**config.mk**
```make
export PLATFORM = sky130hd
export DESIGN_NAME = ddr_app_sequencer
export DESIGN_NICKNAME = d
export VERILOG_FILES = /design/src/rtl/ddr_seq_pkg.sv /design/src/rtl/ddr_seq_watchdog.sv /design/src/rtl/ddr_app_sequencer.sv
export SDC_FILE = /design/constraint.sdc
export NUM_CORES = 1
export LEC_CHECK = 0
export BUFFER_PORTS_ARGS = -buffer_cell sky130_fd_sc_hd__buf_2
export CAP_MARGIN = 0
export CORE_AREA = 2 2 242 244
export CTS_CLUSTER_DIAMETER = 120
export DETAILED_ROUTE_END_ITERATION = 16
export DIE_AREA = 0 0 244 246
export PLACE_DENSITY = 0.48
export SLEW_MARGIN = 20
export SYNTH_ARGS = -nofsm -noshare
export SYNTH_HDL_FRONTEND = slang
export SYNTH_SLANG_ARGS = --single-unit
```
**constraint.sdc**
```tcl
create_clock -name clk_166M66 -period 1.4 [get_ports clk_166M66]
set_clock_uncertainty 0.1 [all_clocks]
set_input_delay 0.14 -clock clk_166M66 [delete_from_list [all_inputs] [get_ports clk_166M66]]
set_output_delay 0.14 -clock clk_166M66 [all_outputs]
set_load 0.05 [all_outputs]
```
**src/rtl/ddr_seq_pkg.sv**
```systemverilog
// Shared encodings for the DDR application sequencer.
// MIG command codes, UI widths and sequencer states.
package ddr_seq_pkg;

  localparam int unsigned UI_ADDR_W = 28;
  localparam int unsigned UI_DATA_W = 128;
  localparam int unsigned UI_MASK_W = UI_DATA_W / 8;

  localparam logic [2:0] MIG_CMD_WRITE = 3'b000;
  localparam logic [2:0] MIG_CMD_READ  = 3'b001;

  typedef enum logic [2:0] {
    S_CALIB   = 3'd0,
    S_IDLE    = 3'd1,
    S_WR      = 3'd2,
    S_RD_CMD  = 3'd3,
    S_RD_WAIT = 3'd4,
    S_RESP    = 3'd5
  } seq_state_t;

endpackage

```
**src/rtl/ddr_seq_watchdog.sv**
```systemverilog
// Read-wait watchdog: counts cycles while i_run is high.
// o_expired flags the cycle on which the count reaches the limit.
module ddr_seq_watchdog #(
  parameter int unsigned TIMEOUT_CYCLES = 1024
) (
  input  logic clk,
  input  logic i_rst,
  input  logic i_run,
  output logic o_expired
);

  localparam int unsigned CW = $clog2(TIMEOUT_CYCLES + 1);
  localparam logic [CW-1:0] LAST = CW'(TIMEOUT_CYCLES - 1);

  logic [CW-1:0] r_cnt;

  // Held at zero outside the wait so every wait starts fresh.
  always_ff @(posedge clk) begin
    if (i_rst || !i_run) begin
      r_cnt <= '0;
    end else if (r_cnt != CW'(TIMEOUT_CYCLES)) begin
      r_cnt <= r_cnt + CW'(1);
    end
  end

  assign o_expired = i_run && (r_cnt == LAST);

endmodule

```
**src/rtl/ddr_app_sequencer.sv**
```systemverilog
// Single-outstanding MCU arbiter to MIG UI command sequencer.
// Optional read watchdog enabled by DDR_SEQ_TIMEOUT_EN.
module ddr_app_sequencer
  import ddr_seq_pkg::*;
#(
  parameter int unsigned ADDR_WIDTH     = UI_ADDR_W,
  parameter int unsigned DATA_WIDTH     = UI_DATA_W,
  parameter int unsigned MASK_WIDTH     = UI_MASK_W,
  parameter int unsigned TIMEOUT_CYCLES = 1024
) (
  input  logic                  clk_166M66,
  input  logic                  mcu_sys_rst,
  input  logic                  i_init_calib_complete,
  input  logic                  i_req_valid,
  output logic                  o_req_ready,
  input  logic                  i_req_rw,
  input  logic [ADDR_WIDTH-1:0] i_req_addr,
  input  logic [DATA_WIDTH-1:0] i_req_wdata,
  input  logic [MASK_WIDTH-1:0] i_req_wbe,
  output logic                  o_rsp_valid,
  output logic                  o_rsp_rw,
  output logic [DATA_WIDTH-1:0] o_rsp_rdata,
  output logic                  o_rsp_err,
  output logic [ADDR_WIDTH-1:0] o_app_addr,
  output logic [2:0]            o_app_cmd,
  output logic                  o_app_en,
  input  logic                  i_app_rdy,
  output logic [DATA_WIDTH-1:0] o_app_wdf_data,
  output logic [MASK_WIDTH-1:0] o_app_wdf_mask,
  output logic                  o_app_wdf_wren,
  output logic                  o_app_wdf_end,
  input  logic                  i_app_wdf_rdy,
  input  logic [DATA_WIDTH-1:0] i_app_rd_data,
  input  logic                  i_app_rd_data_valid,
  input  logic                  i_app_rd_data_end
);

  seq_state_t r_state, w_state_nxt;

  logic                  r_req_ready, w_req_ready_nxt;
  logic                  r_rw, w_rw_nxt;
  logic                  r_cmd_done, w_cmd_done_nxt;
  logic                  r_dat_done, w_dat_done_nxt;
  logic                  r_app_en, w_app_en_nxt;
  logic                  r_wren, w_wren_nxt;
  logic [2:0]            r_app_cmd, w_app_cmd_nxt;
  logic [ADDR_WIDTH-1:0] r_app_addr, w_app_addr_nxt;
  logic [DATA_WIDTH-1:0] r_wdata, w_wdata_nxt;
  logic [MASK_WIDTH-1:0] r_wmask, w_wmask_nxt;
  logic                  r_rsp_valid, w_rsp_valid_nxt;
  logic                  r_rsp_rw, w_rsp_rw_nxt;
  logic [DATA_WIDTH-1:0] r_rsp_rdata, w_rsp_rdata_nxt;
  logic                  r_rsp_err, w_rsp_err_nxt;

  logic w_accept;
  logic w_cmd_hs;
  logic w_dat_hs;
  logic w_wd_expired;
  logic w_unused;

  // The beat-end flag is not checked: a single beat per read.
  assign w_unused = i_app_rd_data_end;

`ifdef DDR_SEQ_TIMEOUT_EN
  ddr_seq_watchdog #(
    .TIMEOUT_CYCLES (TIMEOUT_CYCLES)
  ) u_watchdog (
    .clk       (clk_166M66),
    .i_rst     (mcu_sys_rst),
    .i_run     (r_state == S_RD_WAIT),
    .o_expired (w_wd_expired)
  );
`else
  logic w_unused_tmo;
  assign w_unused_tmo = (TIMEOUT_CYCLES == 0);
  assign w_wd_expired = 1'b0;
`endif

  assign w_accept = (r_state == S_IDLE) && i_req_valid && r_req_ready;
  assign w_cmd_hs = r_app_en && i_app_rdy;
  assign w_dat_hs = r_wren && i_app_wdf_rdy;

  always_comb begin
    w_state_nxt     = r_state;
    w_rw_nxt        = r_rw;
    w_cmd_done_nxt  = r_cmd_done;
    w_dat_done_nxt  = r_dat_done;
    w_app_en_nxt    = r_app_en;
    w_wren_nxt      = r_wren;
    w_app_cmd_nxt   = r_app_cmd;
    w_app_addr_nxt  = r_app_addr;
    w_wdata_nxt     = r_wdata;
    w_wmask_nxt     = r_wmask;
    w_rsp_valid_nxt = 1'b0;
    w_rsp_rw_nxt    = 1'b0;
    w_rsp_rdata_nxt = '0;
    w_rsp_err_nxt   = 1'b0;

    unique case (r_state)
      S_CALIB: begin
        if (i_init_calib_complete) begin
          w_state_nxt = S_IDLE;
        end
      end
      S_IDLE: begin
        if (w_accept) begin
          w_rw_nxt       = i_req_rw;
          w_app_addr_nxt = i_req_addr;
          w_wdata_nxt    = i_req_wdata;
          w_wmask_nxt    = ~i_req_wbe;
          w_app_en_nxt   = 1'b1;
          w_cmd_done_nxt = 1'b0;
          w_dat_done_nxt = 1'b0;
          if (i_req_rw) begin
            w_state_nxt   = S_WR;
            w_app_cmd_nxt = MIG_CMD_WRITE;
            w_wren_nxt    = 1'b1;
          end else begin
            w_state_nxt   = S_RD_CMD;
            w_app_cmd_nxt = MIG_CMD_READ;
          end
        end else if (!i_init_calib_complete) begin
          w_state_nxt = S_CALIB;
        end
      end
      S_WR: begin
        if (w_cmd_hs) begin
          w_app_en_nxt   = 1'b0;
          w_cmd_done_nxt = 1'b1;
        end
        if (w_dat_hs) begin
          w_wren_nxt     = 1'b0;
          w_dat_done_nxt = 1'b1;
        end
        if ((r_cmd_done || w_cmd_hs) && (r_dat_done || w_dat_hs)) begin
          w_state_nxt     = S_RESP;
          w_rsp_valid_nxt = 1'b1;
          w_rsp_rw_nxt    = r_rw;
        end
      end
      S_RD_CMD: begin
        if (w_cmd_hs) begin
          w_app_en_nxt = 1'b0;
          w_state_nxt  = S_RD_WAIT;
        end
      end
      S_RD_WAIT: begin
        // A beat landing on the expiry cycle still wins.
        if (i_app_rd_data_valid) begin
          w_state_nxt     = S_RESP;
          w_rsp_valid_nxt = 1'b1;
          w_rsp_rw_nxt    = r_rw;
          w_rsp_rdata_nxt = i_app_rd_data;
        end else if (w_wd_expired) begin
          w_state_nxt     = S_RESP;
          w_rsp_valid_nxt = 1'b1;
          w_rsp_rw_nxt    = r_rw;
          w_rsp_err_nxt   = 1'b1;
        end
      end
      S_RESP: begin
        w_state_nxt = S_IDLE;
      end
      default: begin
        w_state_nxt  = S_CALIB;
        w_app_en_nxt = 1'b0;
        w_wren_nxt   = 1'b0;
      end
    endcase

    w_req_ready_nxt = (w_state_nxt == S_IDLE) && i_init_calib_complete;
  end

  always_ff @(posedge clk_166M66) begin
    if (mcu_sys_rst) begin
      r_state     <= S_CALIB;
      r_req_ready <= 1'b0;
      r_rw        <= 1'b0;
      r_cmd_done  <= 1'b0;
      r_dat_done  <= 1'b0;
      r_app_en    <= 1'b0;
      r_wren      <= 1'b0;
      r_app_cmd   <= '0;
      r_app_addr  <= '0;
      r_wdata     <= '0;
      r_wmask     <= '0;
      r_rsp_valid <= 1'b0;
      r_rsp_rw    <= 1'b0;
      r_rsp_rdata <= '0;
      r_rsp_err   <= 1'b0;
    end else begin
      r_state     <= w_state_nxt;
      r_req_ready <= w_req_ready_nxt;
      r_rw        <= w_rw_nxt;
      r_cmd_done  <= w_cmd_done_nxt;
      r_dat_done  <= w_dat_done_nxt;
      r_app_en    <= w_app_en_nxt;
      r_wren      <= w_wren_nxt;
      r_app_cmd   <= w_app_cmd_nxt;
      r_app_addr  <= w_app_addr_nxt;
      r_wdata     <= w_wdata_nxt;
      r_wmask     <= w_wmask_nxt;
      r_rsp_valid <= w_rsp_valid_nxt;
      r_rsp_rw    <= w_rsp_rw_nxt;
      r_rsp_rdata <= w_rsp_rdata_nxt;
      r_rsp_err   <= w_rsp_err_nxt;
    end
  end

  assign o_req_ready    = r_req_ready;
  assign o_rsp_valid    = r_rsp_valid;
  assign o_rsp_rw       = r_rsp_rw;
  assign o_rsp_rdata    = r_rsp_rdata;
  assign o_rsp_err      = r_rsp_err;
  assign o_app_addr     = r_app_addr;
  assign o_app_cmd      = r_app_cmd;
  assign o_app_en       = r_app_en;
  assign o_app_wdf_data = r_wdata;
  assign o_app_wdf_mask = r_wmask;
  assign o_app_wdf_wren = r_wren;
  assign o_app_wdf_end  = r_wren;

endmodule

```
==> run_results.csv, run 1 <==
group,metric,value,unit
timing,drv_slew,0,
cts,worstSkewPairLatency,0.54,ns
critical_path,endpoint_kind,"flip-flop",
critical_path,crit_fanout,6,
drt,drt_iter0_drc,260,
critical_path,cp-start-kind,"flip-flop",
global_routing,grt.overflow.total,0,
final_layout,layout.cells.non_filler,2834,
drt,ant_nets,0,
critical_path,timing.rr.start,"r_state[2]$_SDFF_PP0_",
critical_path,critPathKind,"flip-flop to flip-flop",
logic_synthesis,synth_seq_cells,312,
logic_synthesis,yosys_warnings,0,
power_and_ir_drop,p_leak,9.10,nW
timing,setup_ws,-0.124,ns
die,die_area,60000,sq um
cts,cts.reportedPaths.clkPinSlew,0.05,ns
logic_synthesis,syn_avg_cell_area,9.37,sq um
job,cap_violations,0,
cts,numCtsBuffers,36,
global_routing,grt_usage,12.8,%
logic_synthesis,synth_area_leaders,"dfxtp_1, nand2_1, a21oi_1, and2_1, a211oi_2",
power_and_ir_drop,power.density,1020,nW/um^2
cts,tritoncts,"built",
global_routing,grt_max_degree,81,
drt,drt-pass1-iter-count,4,
drt,vias,10985,
timing,fin_crit_sh,109,%
cts,cts_buffer_depth,3,
timing,setup_viol_count_final,313,
cts,clock_sinks,312,
die,dieHeight,246,um
cts,cts.htree.levels,2,
timing,holdWs,0.155,ns
critical_path,cp_data_arrival_time,1.88,ns
placed_design,dp_hpwl,26300,um
global_routing,grt_pass1_wl,60400,um
logic_synthesis,synth_top_flop_cell,"dfxtp_1",
final_layout,layout-drive-gt1-share,44.3,%
global_routing,grt_pass1_vias,11408,
timing,rsz0062_at_grt,"true",
logic_synthesis,synth_top_cell_by_area,"dfxtp_1",
worst_hold_path,min_path_type,"primary input to flip-flop",
run_status,status,"finished with violations",
drt,avgViaCountPerCell,3.88,
die,ios,619,
logic_synthesis,yosysTopAreaCellShare,62.5,%
critical_path,cp-startpoint,"r_state[2]$_SDFF_PP0_",
worst_hold_path,worstHoldStart,"i_req_valid",
drt,drt_wl_total,42500,um
final_layout,fillCellCount,5725,
global_routing,antenna_found_initial,2,
logic_synthesis,synth_edf_count,0,
die,coreArea,57400,sq um
logic_synthesis,ys_async_sr_fraction,0,%
placed_design,portBuffers,614,
final_layout,area_growth,100,%
drt,drc_errors,0,
final_layout,nets,2353,
power_and_ir_drop,ir_worst_vdd,0.900,mV
placed_design,placed_cells,2427,
die,rows,88,
logic_synthesis,synth_cell_types,33,
die,die_w,244,um
logic_synthesis,syn_area,10000,sq um
timing,period_minus_slack,1.52,ns
timing,hold_violations,0,
die,initial_utilization,17.4,%
logic_synthesis,ys_seq_area_share,62.5,%
critical_path,worstPathRequired,1.76,ns
logic_synthesis,synthCells,1067,
timing,fmax,0.656,GHz
cts,cts_root_buffer,"clkbuf_16",
run_status,violations,"setup timing",
drt,wl_per_cell,15.0,um
placed_design,gp_congestion,0.819,
==> state kept, by name, indices dropped and copies added, names as in the netlist <==
register        count
o_app_cmd           1
o_app_wdf_data    128
o_rsp_rw            1
o_rsp_rdata       128
o_app_wdf_end       1
o_app_en            1
r_state             3
r_cmd_done          1
r_dat_done          1
o_app_addr         28
o_rsp_valid         1
o_app_wdf_mask     16
o_req_ready         1
r_rw                1
==> final cells by class <==
type	instances	area, sq um	share of cell area [%]
repair buffers	1017	7730	38.7
diodes	1	2.50	0.0125
multi-input cells	675	3800	19.0
flip-flops and latches	312	6270	31.3
clock buffers	50	1030	5.17
clock inverters	12	196	0.982
well taps	765	957	4.78
inverters	2	7.51	0.0375
==> stage by stage <==
step	worst slack [ns]	TNS [ns]	area, sq um	total power, mW	utilization (%)
final	-0.124	-18.80	20000	20.5	34.9
after global routing	-0.187	-46.77	20000	21.3	34.9
after CTS	-0.153	-25.65	19400	20.7	33.8
after detailed placement	-0.326	-37.29	14200	10.1	24.8
after global placement	-0.272	-30.03	14200	10.1	24.8
after floorplan	0.00160	0	10100	9.54	-
==> power breakdown <==
| part | switching [mW] | total [mW] | internal (mW) |
|---|---|---|---|
| registers | 0.0308 | 8.95 | 8.92 |
| logic | 0.732 | 1.78 | 1.04 |
| clock network | 3.84 | 9.76 | 5.93 |
| total | 4.60 | 20.5 | 15.9 |
==> synth_stat cells, drive strengths merged (2+ instances only) <==
master	number
a31oi	3
nand2	318
inv	2
a21oi	163
nor4	2
nor2	20
buf	43
a211oi	16
nand2b	3
dfxtp	312
nor3	3
nand3	2
clkbuf	37
and2	129
==> repair_timing <==
action,4_1_cts,5_1_grt
gates resized for setup,112,121
hold buffers,305,0
pin swaps,37,42
endpoints found under the hold margin,307,0
endpoints found under the setup margin,534,590
buffers inserted,16,8
gates cloned,11,9
==> worst max-delay path, cell delays in order, from the launching register on <==
cell and delay, ns:
dfxtp_4 0.36, buf_4 0.16, nand2b_4 0.14, o32a_1 0.30, nor3_2 0.14, buf_4 0.15, o21bai_1 0.10
==> path summary, 6_finish.rpt <==
check,end,slack [ns],depth (start not counted)
worst max-delay path,r_state[0]$_SDFF_PP0_,-0.12,6
worst max register to register,r_state[0]$_SDFF_PP0_,-0.12,6
worst min-delay path,r_state[0]$_SDFF_PP0_,0.15,5
worst min register to register,o_app_wdf_data[21]$_SDFFE_PP0P_,0.35,2
==> kinds of logic (layout without fill, tap and decap cells) <==
logic type,after synthesis,count (layout),synth area share [%]
other,1,4,0.0375
AOI/OAI and AO/OA,191,191,10.9
DFF,312,312,62.5
buffers and inverters,82,1081,4.86
and+or+nand+nor,481,481,21.7
==> routing by layer <==
| layer | GRT usage [%] | vias to the layer above | part of all wire (%) |
|---|---|---|---|
| met5 | 0 | - | 0.031 |
| met4 | 5.94 | 2 | 4.0 |
| met3 | 3.83 | 103 | 6.7 |
| met2 | 22.6 | 446 | 50 |
| met1 | 14.0 | 5061 | 39 |
| li1 | - | 5373 | - |
==> cell usage in the layout (no fill, tap or decap), drive strengths merged, types with 4 or more instances in the layout <==
cell type | netlist | layout
a211oi | 16 | 16
a21oi | 163 | 163
and2 | 129 | 129
buf | 43 | 703
bufinv | 0 | 4
clkbuf | 37 | 58
clkinv | 0 | 7
dfxtp | 312 | 312
dlygate4sd3 | 0 | 305
nand2 | 318 | 318
nor2 | 20 | 20
(Power assumes the default switching activity.)
==> inputs of run 2 (changes only) <==
Settings changed: CORE_AREA 2 2 242 244 to 2 2 240 242, DIE_AREA 0 0 244 246 to 0 0 242 244, PLACE_DENSITY 0.48 to 0.47.
Clock period 1.4 ns to 1.8 ns, I/O delays scaled along.
==> run 2 against run 1 <==
Compared with the run above: critical path depth fell by 1; critical path type unchanged; global-route usage barely moved; via count down 3.6%; sequential share of layout area rose by 3.1 points; routed wire length is 6.8% lower; setup slack improved by 0.24 ns; the run now ends clean; clock-buffer cell count up 3; utilization is 2.6 points lower; sequential power is 22% lower; design area fell by 9.3%; die area decreased by 1.6%; register-to-register slack improved by 0.24 ns.
==> run_results.csv, run 2 (synthesis gave the netlist of run 1 again) <==
group,metric,value,unit
power_and_ir_drop,p_leak,8.27,nW
final_layout,final_cell_mix,"buf_2, nand2_1, dfxtp_1",
global_routing,grt.overflow.total,0,
critical_path,worstPathRequired,2.14,ns
die,die_area,59000,sq um
final_layout,antenna_cells,0,
global_routing,grt_max_degree,128,
timing,setup_tns,0,ns
critical_path,critPathKind,"flip-flop to flip-flop",
die,ios,619,
drt,vias,10589,
timing,rsz0062_at_grt,"false",
cts,clock_sinks,312,
drt,drt_iter0_drc,313,
die,dieHeight,244,um
job,cap_violations,0,
drt,avgViaCountPerCell,3.85,
timing,fin_crit_sh,93.8,%
cts,cts_buffer_depth,3,
timing,tightest_slew,0.678,ns
power_and_ir_drop,ir_worst_vdd,0.792,mV
timing,drv_slew,0,
global_routing,grt_usage,12.8,%
placed_design,gp_congestion,0.969,
die,rows,87,
cts,tritoncts,"built",
cts,cts_root_buffer,"clkbuf_16",
drt,ant_nets,0,
cts,postCtsSetupBuffers,0,
critical_path,cp_data_arrival_time,2.03,ns
placed_design,portBuffers,614,
critical_path,cp_cell_sequence,"nor2_1 > and4_4 > buf_12 > nand2_1 > a21oi_1",
cts,cts.htree.levels,2,
global_routing,antenna_found_initial,0,
global_routing,grt_pass1_vias,11006,
run_status,status,"finished, final reports clean",
cts,numCtsBuffers,36,
critical_path,slowest_delay,0.43,ns
worst_hold_path,min_path_type,"primary input to flip-flop",
timing,fmax,0.592,GHz
final_layout,nets,2281,
timing,max-slew-margin-rel,54.8,%
critical_path,endpoint_kind,"flip-flop",
critical_path,r2r_slack,0.11,ns
die,coreArea,56200,sq um
drt,drt_wl_total,39600,um
critical_path,cp-start-kind,"flip-flop",
final_layout,fillCellCount,5766,
drt,wl_per_cell,14.4,um
placed_design,dp_hpwl,27500,um
power_and_ir_drop,total_power,15.4,mW
cts,cts.reportedPaths.clkPinSlew,0.06,ns
final_layout,area_growth,81.4,%
timing,setup_viol_count_final,0,
timing,period_minus_slack,1.69,ns
drt,drt-pass1-iter-count,4,
critical_path,cpMaxStageDelayCell,"and4_4",
timing,hold_violations,0,
final_layout,layout_commonest_cell,"buf_2",
die,initial_utilization,17.8,%
die,die_w,242,um
global_routing,grt_pass1_wl,60000,um
final_layout,layout-drive-gt1-share,35.6,%
critical_path,crit_fanout,55,
cts,worstSkewPairLatency,0.54,ns
drt,drc_errors,0,
power_and_ir_drop,power.density,849,nW/um^2
[run 2: changes by cell type in the layout (fill, tap and decap cells not counted), moves of 9 or more]
cell / change
a21oi_1: +51
a21oi_2: -51
and2_1: +30
and2_4: -30
buf_12: -15
buf_2: +14
buf_4: -20
buf_6: -27
clkbuf_16: -9
nand2_1: +38
nand2_2: -15
nand2_4: -23
[run 2: worst max-delay path, delay by kind of cell, from the launching register on]
kind            cells  cell delay [ns]
buf+inv             1             0.28
flops               1             0.36
compound gates      1             0.15
simple gates        3             0.66
[run 2: cell type report]
cell class                      instances  area [sq um]  area share, %
Tap cell                              756           946           5.22
Sequential cell                       312          6250           34.4
Multi-Input combinational cell        675          3290           18.2
Clock inverter                          9          90.1          0.497
Clock buffer                           53          1060           5.87
Timing Repair Buffer                  945          6490           35.8
Inverter                                2          7.51         0.0414
[run 2: where the power goes]
group | switching, mW | total (mW) | internal (mW)
clock network | 2.91 | 7.15 | 4.24
logic | 0.525 | 1.27 | 0.749
registers | 0.0219 | 6.97 | 6.94
total | 3.46 | 15.4 | 11.9
[run 2: path summary, 6_finish.rpt]
check	startpoint	depth (start not counted)	end
worst max-delay path	r_state[2]$_SDFF_PP0_	5	o_app_wdf_data[71]$_SDFFE_PP0P_
worst min-delay path	mcu_sys_rst	3	o_app_cmd[0]$_SDFFE_PP0P_
worst max register to register	r_state[2]$_SDFF_PP0_	5	o_app_wdf_data[71]$_SDFFE_PP0P_
worst min register to register	o_app_wdf_data[122]$_SDFFE_PP0P_	2	o_app_wdf_data[122]$_SDFFE_PP0P_
[run 2: per-layer routing]
layer,global-route usage [%],vias up,part of all wire [%]
met5,0,-,0
met4,6.10,0,4.0
met3,3.75,75,7.5
met2,23.9,448,51
met1,13.0,4859,37
li1,-,5207,-
[run 2: through the flow]
step	cells	hold WS, ns	util (%)	instance area (sq um)	setup slack, ns
after global routing	2752	0.0649	32.3	18100	0.0466
after global placement	2385	0.259	24.8	13900	0.154
after detailed placement	2385	0.271	24.8	13900	0.153
after CTS	2752	0.0371	32.3	18100	0.121
after floorplan	1069	0.172	-	10000	0.122
final	2752	0.0673	32.3	18100	0.112
[run 2: what timing repair did]
item                                   CTS  global route
hold buffers                           305             0
setup endpoints to repair                0             2
gates resized for setup                  0             1
endpoints found under the hold margin  310             0
